File: src/rtl/mp2_bitstream_shifter_pkg.sv
// Shared widths for the MP2 bitstream read path.
package mp2_defines;
   localparam int MP2_WORD_W    = 16;
   localparam int MP2_HOLD_W    = 32;
   localparam int MP2_SHIFT_W   = 5;
   localparam int MP2_MAX_SHIFT = 16;
   localparam int MP2_COUNT_W   = 6;   // holds 0..32 valid bits
endpackage

File: src/rtl/mp2_bitstream_shifter_if.sv
// Word-buffer handshake between the audio word buffer (master) and the shifter (slave).
interface mp2_bitstream_shifter_if;
   import mp2_defines::*;

   logic [MP2_WORD_W-1:0] Word_Data_I;
   logic                  Word_Valid_I;
   logic                  Word_Ready_O;

   modport master (output Word_Data_I, Word_Valid_I, input  Word_Ready_O);
   modport slave  (input  Word_Data_I, Word_Valid_I, output Word_Ready_O);
endinterface

File: src/rtl/mp2_shift_insert.sv
// Next holding-register value: consume shift_n MSBs, then optionally drop a word
// in directly below the bits that remain.
module mp2_shift_insert
   import mp2_defines::*;
(
   input  logic [MP2_HOLD_W-1:0]  hold,
   input  logic [MP2_COUNT_W-1:0] count_after,
   input  logic [MP2_SHIFT_W-1:0] shift_n,
   input  logic [MP2_WORD_W-1:0]  word,
   input  logic                   insert,
   output logic [MP2_HOLD_W-1:0]  next_hold
);
   logic [MP2_HOLD_W-1:0] shifted;
   logic [MP2_HOLD_W-1:0] word_pos;
   logic [MP2_HOLD_W-1:0] mask;

   assign shifted  = hold << shift_n;
   assign word_pos = {word, {MP2_WORD_W{1'b0}}} >> count_after;
   assign mask     = {{MP2_WORD_W{1'b1}}, {MP2_WORD_W{1'b0}}} >> count_after;

   assign next_hold = insert ? ((shifted & ~mask) | word_pos) : shifted;
endmodule

File: src/rtl/mp2_bitstream_shifter.sv
// MP2 bitstream read port: 16-bit MSB-first look-ahead window over a 32-bit
// holding register, consuming 1..16 bits per accepted shift.
module mp2_bitstream_shifter
   import mp2_defines::*;
#(
   parameter int CNT_WIDTH = 32
) (
   input  logic                   clock,
   input  logic                   resetn,
   input  logic                   Flush_I,
   mp2_bitstream_shifter_if.slave word_bus,
   input  logic [MP2_SHIFT_W-1:0] Shift_En_I,
   output logic                   Shift_Busy_O,
   output logic                   Byte_Allign_O,
   output logic [MP2_WORD_W-1:0]  Bitstream_Data_O,
   output logic                   Empty_O,
   output logic                   Shift_Error_O,
   output logic [CNT_WIDTH-1:0]   Bits_Consumed_O
);
   logic [MP2_HOLD_W-1:0]  hold_q, hold_next;
   logic [MP2_COUNT_W-1:0] count_q, count_after, count_next;
   logic [2:0]             phase_q;
   logic                   busy_q;
   logic                   shift_ok, shift_bad;
   logic [MP2_SHIFT_W-1:0] shift_n;
   logic                   word_ready, refill;

   assign shift_ok  = !busy_q && (Shift_En_I != '0) &&
                      (Shift_En_I <= MP2_SHIFT_W'(MP2_MAX_SHIFT));
   assign shift_bad = !busy_q && (Shift_En_I > MP2_SHIFT_W'(MP2_MAX_SHIFT));
   assign shift_n   = shift_ok ? Shift_En_I : '0;

   // Readiness looks at the count after this cycle's shift so a 16-bit
   // consume and a refill can land on the same edge.
   assign count_after = count_q - MP2_COUNT_W'(shift_n);
   assign word_ready  = !Flush_I && (count_after <= MP2_COUNT_W'(MP2_WORD_W));
   assign refill      = word_ready && word_bus.Word_Valid_I;
   assign count_next  = count_after + (refill ? MP2_COUNT_W'(MP2_WORD_W) : '0);

   mp2_shift_insert u_insert (
      .hold        (hold_q),
      .count_after (count_after),
      .shift_n     (shift_n),
      .word        (word_bus.Word_Data_I),
      .insert      (refill),
      .next_hold   (hold_next)
   );

   always_ff @(posedge clock) begin
      if (!resetn) begin
         hold_q          <= '0;
         count_q         <= '0;
         phase_q         <= '0;
         busy_q          <= 1'b1;
         Bits_Consumed_O <= '0;
         Shift_Error_O   <= 1'b0;
      end else if (Flush_I) begin
         hold_q          <= '0;
         count_q         <= '0;
         phase_q         <= '0;
         busy_q          <= 1'b1;
         Bits_Consumed_O <= '0;
      end else begin
         hold_q          <= hold_next;
         count_q         <= count_next;
         phase_q         <= phase_q + shift_n[2:0];
         busy_q          <= (count_next < MP2_COUNT_W'(MP2_WORD_W));
         Bits_Consumed_O <= Bits_Consumed_O + CNT_WIDTH'(shift_n);
         if (shift_bad)
            Shift_Error_O <= 1'b1;
      end
   end

   assign word_bus.Word_Ready_O = word_ready;
   assign Shift_Busy_O          = busy_q;
   assign Byte_Allign_O         = (phase_q == 3'd0);
   assign Bitstream_Data_O      = hold_q[MP2_HOLD_W-1 -: MP2_WORD_W];
   assign Empty_O               = busy_q && !word_bus.Word_Valid_I;
endmodule
File: src/flat_wrapper.sv
// flat-port wrapper written by rule: the top's interface ports become plain ports
module mp2_bitstream_shifter_flat import mp2_defines::*;
#(
   parameter int CNT_WIDTH = 32
)
  (clock, resetn, Flush_I, Shift_En_I, Shift_Busy_O, Byte_Allign_O, Bitstream_Data_O, Empty_O, Shift_Error_O, Bits_Consumed_O, word_bus_Word_Data_I, word_bus_Word_Valid_I, word_bus_Word_Ready_O);
  mp2_bitstream_shifter_if word_bus_i ();
  input  logic clock;
  input  logic resetn;
  input  logic Flush_I;
  input  logic [MP2_SHIFT_W-1:0] Shift_En_I;
  output logic Shift_Busy_O;
  output logic Byte_Allign_O;
  output logic [MP2_WORD_W-1:0] Bitstream_Data_O;
  output logic Empty_O;
  output logic Shift_Error_O;
  output logic [CNT_WIDTH-1:0] Bits_Consumed_O;
  input wire logic [$bits(word_bus_i.Word_Data_I)-1:0] word_bus_Word_Data_I;
  input wire logic [$bits(word_bus_i.Word_Valid_I)-1:0] word_bus_Word_Valid_I;
  output wire logic [$bits(word_bus_i.Word_Ready_O)-1:0] word_bus_Word_Ready_O;
  assign word_bus_i.Word_Data_I = word_bus_Word_Data_I;
  assign word_bus_i.Word_Valid_I = word_bus_Word_Valid_I;
  assign word_bus_Word_Ready_O = word_bus_i.Word_Ready_O;
  mp2_bitstream_shifter #(.CNT_WIDTH(CNT_WIDTH)) u_core (.clock(clock), .resetn(resetn), .Flush_I(Flush_I), .word_bus(word_bus_i), .Shift_En_I(Shift_En_I), .Shift_Busy_O(Shift_Busy_O), .Byte_Allign_O(Byte_Allign_O), .Bitstream_Data_O(Bitstream_Data_O), .Empty_O(Empty_O), .Shift_Error_O(Shift_Error_O), .Bits_Consumed_O(Bits_Consumed_O));
endmodule
File: config.mk
export PLATFORM = sky130hd
export DESIGN_NAME = mp2_bitstream_shifter_flat
export DESIGN_NICKNAME = d
export VERILOG_FILES = /design/src/rtl/mp2_bitstream_shifter_pkg.sv /design/src/rtl/mp2_bitstream_shifter_if.sv /design/src/rtl/mp2_shift_insert.sv /design/src/rtl/mp2_bitstream_shifter.sv /design/src/flat_wrapper.sv
export SDC_FILE = /design/constraint.sdc
export NUM_CORES = 1
export LEC_CHECK = 0
export CORE_MARGIN = 3
export CORE_UTILIZATION = 40
export DETAILED_ROUTE_END_ITERATION = 8
export MAX_ROUTING_LAYER = met4
export PLACE_DENSITY_LB_ADDON = 0.25
export SYNTH_ARGS = -nofsm -noshare
export SYNTH_HDL_FRONTEND = slang
export SYNTH_HIERARCHICAL = 1
export SYNTH_SLANG_ARGS = --single-unit
export TNS_END_PERCENT = 20
File: constraint.sdc
create_clock -name clock -period 9.9 [get_ports clock]
set_input_delay 1.98 -clock clock [delete_from_list [all_inputs] [get_ports clock]]
set_output_delay 1.98 -clock clock [all_outputs]
set_load 0.03 [all_outputs]
# After elaboration in Yosys (flattened, before gate mapping)
# Cells that the tools add are included.
# totals
reg_bits	75
in_bits	25
out_inout_bits	53
elab_cells	38
# op_classes
n_addsub	4
magnitude_cmp	4
shift	3
muxes	3
bitwise_logic	5
n_reduce_logical	13
# ops
operator	n
$add 32x5->32	1
$and 32x32->32	1
$mux 32	1
$not 32->32	1
$or 32x32->32	1
$shl 32x5->32	1
$shr 32x6->32	1
$shr 32x6->32 const A	1
$mux 5	2
$add 6x6->6	1
$le 6x5->1 const B	1
$logic_and 1x1->1	6
$lt 6x5->1 const B	1
$sub 6x5->6	1
$gt 5x5->1 const B	1
$le 5x5->1 const B	1
$reduce_bool 5->1	1
$add 3x3->3	1
$logic_not 1->1	3
$logic_not 3->1	1
$not 1->1	2
$reduce_and 2->1	1
$reduce_or 2->1	1

# Logic depth before layout (Yosys ltp)
# depth
word_depth	11
mapped_depth	17
mapped_depth_nobuf	15

# Hierarchy
# Netlist, hierarchy kept.
# by_module_without_submodules
mod	n_inst	cells_each	area_each_um2	seq_area_each_um2
mp2_shift_insert	1	478	4056.4	0.0
mp2_bitstream_shifter	1	350	3270.6	1501.4

# Least setup slack after synthesis
# OpenSTA, ideal clock, no wires.
# synth_path
path_type	in2out
startpoint	input port Shift_En_I[0]
endpoint	output port word_bus_Word_Ready_O
arrival_time_ns	4.039
required_ns	7.920
setup_slack_ns	3.881
stages	7
n_path_buf	0
path_cell_list	nor4_1 > nand3b_1 > ha_1 > or3b_1 > o311ai_0 > a211oi_1 > nor3_1
# synth_via
elab_chain_len	7
word_cells_on_any_way	8
cone_classes	add/sub: 1; order compare: 2; mux: 1; reduce/logical: 4
# synth_lines
element	line_no	rtl
start, declared	flat_wrapper.sv:11	input logic [MP2_SHIFT_W-1:0] Shift_En_I;
parallel branches: the longest is 3 deep, another holds $le 5x5->1	-	
$mux 5 *	mp2_bitstream_shifter.sv:31	assign shift_n = shift_ok ? Shift_En_I : '0;
$sub 6x5->6 *	mp2_bitstream_shifter.sv:35	assign count_after = count_q - MP2_COUNT_W'(shift_n);
named net u_core.count_after[5]	mp2_bitstream_shifter.sv:21	logic [MP2_COUNT_W-1:0] count_q, count_after, count_next;
$le 6x5->1 *	mp2_bitstream_shifter.sv:36	assign word_ready = !Flush_I && (count_after <= MP2_COUNT_W'(MP2_WORD_W));
$logic_and 1x1->1 *	mp2_bitstream_shifter.sv:36	
end, declared	flat_wrapper.sv:20	output wire logic [$bits(word_bus_i.Word_Ready_O)-1:0] word_bus_Word_Ready_O;
# Mark *: on every way through the listed nets, which the timed path passes.

# Worst setup path in the final report
# layout_path
startpoint	input port Shift_En_I[4]
endpoint	output port word_bus_Word_Ready_O
# layout_via
elab_chain_len	7
word_cells_on_any_way	8
cone_classes	add/sub: 1; order compare: 2; mux: 1; reduce/logical: 4
# layout_lines
element	line_no	rtl
parallel branches: the longest is 2 deep, another holds $le 5x5->1	-	
$logic_and 1x1->1 *	mp2_bitstream_shifter.sv:28	assign shift_ok = !busy_q && (Shift_En_I != '0) &&
$mux 5 *	mp2_bitstream_shifter.sv:31	
named net u_core.shift_n[0]	mp2_bitstream_shifter.sv:25	logic [MP2_SHIFT_W-1:0] shift_n;
$sub 6x5->6 *	mp2_bitstream_shifter.sv:35	
named net u_core.count_after[2]	mp2_bitstream_shifter.sv:21	
$le 6x5->1 *	mp2_bitstream_shifter.sv:36	
$logic_and 1x1->1 *	mp2_bitstream_shifter.sv:36	
# Marked as above.

==> metrics.md <==
| Metric | Value |
|---|---|
| R2r setup slk | `5.20 ns` |
| CP Data Arrival Time | `5.09 ns` |
| TritonCTS Buffers | `9` |
| Fmax | `141.3 MHz` |
| Commonest cells in the netlist | `75 x dfxtp_1, 68 x nand2_1, 63 x nor2_1, 46 x mux4_2` |
| Total of fill cells in the finished design | `1707` |
| Die area | `0.01998 mm^2` |
| Die Height | `141.3 um` |
| First-pass GRT wire length | `34.86 mm` |
| Global route overflow | `0` |
| Hold Crit Class | `reg -> reg` |
| Worst hold path startpoint | `u_core/Shift_Error_O` |
| Worst setup SP type | `input pin` |
| Final period utilization | `0.7146` |
| Clk_lat worst skew | `0.34 ns` |
| Pre-Repair DR Iteration Count | `6` |
| Syn Std Cell Area | `0.007327 mm^2` |
| Ranking of synthesized cells by area | `dfxtp_1 20%, mux4_2 14%, mux2i_1 5.5%, mux4_1 4.7%, and2_1 3.5%` |
| Worst-Margin Slew | `0.8308 ns` |
| Worst-path fanout max | `42` |
| DPL Wire Length | `15.58 mm` |
| Routed via count | `6753` |
| Final setup fails | `0` |
| VDD IR max | `0.0001369 V` |
| DRT iter0 DRCs | `878` |
| Pwr Density | `192.0 mW/mm^2` |
| Post-route insts no fill | `1075` |
| Count of mapped cells out of synthesis | `828` |
| #FFs+latches synth | `75` |
| Die Wd | `141.3 um` |
| Count leader, synth | `dfxtp_1` |
| Status | `finished, final reports clean` |
| Clk buf depth | `2` |
| Slew Limit Fails | `0` |
| Switch share | `0.4405` |
| Final min period | `7.075 ns` |
| Setup ws final | `2.825 ns` |
| Top_reg_cell synth | `dfxtp_1` |
| Synth cell types | `75` |
| Setup TNS | `0 ns` |
| Synth area leader | `dfxtp_1` |
| Pin count of the biggest net entering global routing | `54` |
| Initial Util | `0.4164` |
| Share of cells above drive strength 1 | `0.1247` |
| # Post-CTS Setup Buffers | `0` |
| Clk root buf | `clkbuf_16` |
| Routed len/inst | `20.26 um` |
| Slew headroom | `0.4441` |
| Routed WL | `21.78 mm` |
| IO Pins | `78` |
| DRT antenna net count | `0` |
| Routability Congestion | `0.9342` |
| Row Count | `48` |
| GRT Total Usage | `0.2235` |
| Hold Path End | `u_core/Shift_Error_O` |
| Worst hold stages | `1` |
| Nets | `886` |
| Pre-CTS setup slack | `2.857 ns` |
| Placed cells | `1059` |
| DRC viols | `0` |
| Util after Layout | `0.4722` |
| Combinational share of power | `0.548` |
| Final hold violation count | `0` |
| Crit path from | `Shift_En_I[4]` |
| H-tree depth | `3` |
| WS Path Type | `in -> out` |
| Sequential area share after synthesis | `0.2049` |
| Core ar. | `0.01760 mm^2` |
| Net Switching | `0.7029 mW` |
| Diodes inserted | `0` |
| Clock share of power | `0.228` |
| Vias in the first global route | `6224` |
| Clock sinks | `75` |
| CTS tree | `done` |
| Hold_ws | `0.4787 ns` |
| Reg2reg path depth | `16` |
| Required time of the worst setup path | `7.92 ns` |
| Int Power | `0.8929 mW` |
| Post-synth EDFFs | `0` |
| Port Buf Inserts | `77` |
| Initial antenna violation count | `0` |
| Asr flop ratio synth | `0` |
| Reg-to-Reg Start | `u_core/Shift_Busy_O` |
| Leak | `2.876 nW` |
| RSZ-0062 raised after global routing | `no` |
| Seq pwr share | `0.224` |
| Skew final | `0.006109 ns` |
| Area delta synth->final | `13.41%` |
| Synth warn | `6` |
| Avg Cell Area, Syn | `8.849 um^2` |
| Mapped Nets | `869` |
| Worst reg2reg endpoint | `u_core/hold_q[31]` |
| Crit. End Element | `primary output` |
| Clock slew at reported path FFs | `0.06 ns` |
| Post-CTS Hold Buffers | `0` |
| Via density per instance | `6.282` |
| Max-cap violations | `0` |
| Post-CTS sizing | `0` |
| Post-synth top area share | `0.2049` |
[how the worst max path moves through the flow]
stage	endpoint	slack [ns]	depth (start not counted)
2_1_floorplan	word_bus_Word_Ready_O	3.88	7
3_5_place_dp	word_bus_Word_Ready_O	2.86	12
3_3_place_gp	word_bus_Word_Ready_O	2.81	12
5_1_grt	word_bus_Word_Ready_O	2.63	12
4_1_cts	word_bus_Word_Ready_O	2.83	12
6_report	word_bus_Word_Ready_O	2.83	12
[flip-flops by register name (all words and copies together), names as in the netlist]
register / flops
u_core/Shift_Error_O: 1
u_core/Shift_Busy_O: 1
u_core/count_q: 6
u_core/phase_q: 3
u_core/Bits_Consumed_O: 32
u_core/hold_q: 32
[power by group through the flow]
| stage | combinational, mW | clock, mW | sequential (mW) |
|---|---|---|---|
| final | 0.875 | 0.363 | 0.358 |
| after global routing | 0.950 | 0.385 | 0.362 |
| after floorplan | 0.665 | 0 | 0.353 |
| after CTS | 0.859 | 0.371 | 0.358 |
| after global placement | 0.856 | 0 | 0.364 |
| after detailed placement | 0.854 | 0 | 0.364 |
[cells in the final DEF, fill, tap and decap left out, types with 11 or more instances in the layout]
| cell type | count |
|---|---|
| o21ai_0 | 28 |
| o211ai_1 | 13 |
| dfxtp_1 | 75 |
| clkdlybuf4s50_1 | 77 |
| mux4_2 | 46 |
| a211oi_1 | 11 |
| nor2_1 | 62 |
| and2_1 | 40 |
| ha_1 | 13 |
| inv_1 | 19 |
| a21oi_1 | 41 |
| mux2i_1 | 40 |
| nand3_1 | 28 |
| mux4_1 | 13 |
| nor3_1 | 22 |
| buf_4 | 13 |
| nor2b_1 | 11 |
| xor2_1 | 16 |
| mux2_2 | 16 |
| nand2_1 | 68 |
| xnor2_1 | 18 |
[kinds of logic (layout without fill, tap and decap cells)]
| group | count (synthesis) | after routing | share of synthesized area |
|---|---|---|---|
| XOR/XNOR | 34 | 34 | 0.04064 |
| AND/OR/NAND/NOR | 292 | 292 | 0.2029 |
| adder cells (fa/ha/maj) | 16 | 16 | 0.03040 |
| multiplexers | 115 | 115 | 0.2672 |
| AO/OA/AOI/OAI | 187 | 187 | 0.1733 |
| flip-flops | 75 | 75 | 0.2049 |
| buffers and inverters | 109 | 131 | 0.08060 |
[layout make-up]
| cell class | count | area, um^2 | share of cell area |
|---|---|---|---|
| clock inverters | 6 | 93.84 | 0.01129 |
| clock buffers | 10 | 229.0 | 0.02756 |
| flip-flops and latches | 75 | 1501 | 0.1807 |
| well taps | 225 | 281.5 | 0.03388 |
| inverters | 25 | 93.84 | 0.01129 |
| repair buffers | 90 | 868.3 | 0.1045 |
| multi-input cells | 644 | 5241 | 0.6308 |
[metal layers]
layer / vias up / part of all wire / GRT usage
met2: 302 / 0.47 / 0.3389
met5: - / 0 / -
met4: 0 / 0.022 / 0.06374
met1: 3260 / 0.44 / 0.3115
met3: 45 / 0.073 / 0.03404
li1: 3146 / - / -
[critical path, stage by stage]
cell and delay [ns]:
clkdlybuf4s50_1 0.49, nor2_1 0.09, and2_2 0.21, ha_1 0.20
fa_1 0.40, xor2_1 0.17, inv_1 0.05, buf_4 0.34
nor3_1 0.09, a211oi_1 0.34, nor3_1 0.09, clkdlybuf4s50_1 0.63
[metrics by stage]
step	instance area, um^2	power [mW]
6_report	8309	1.596
5_1_grt	8309	1.697
4_1_cts	8309	1.588
3_5_place_dp	7986	1.219
3_3_place_gp	7986	1.219
2_1_floorplan	7327	1.018
Note: power is estimated with default switching activity, not from simulation.
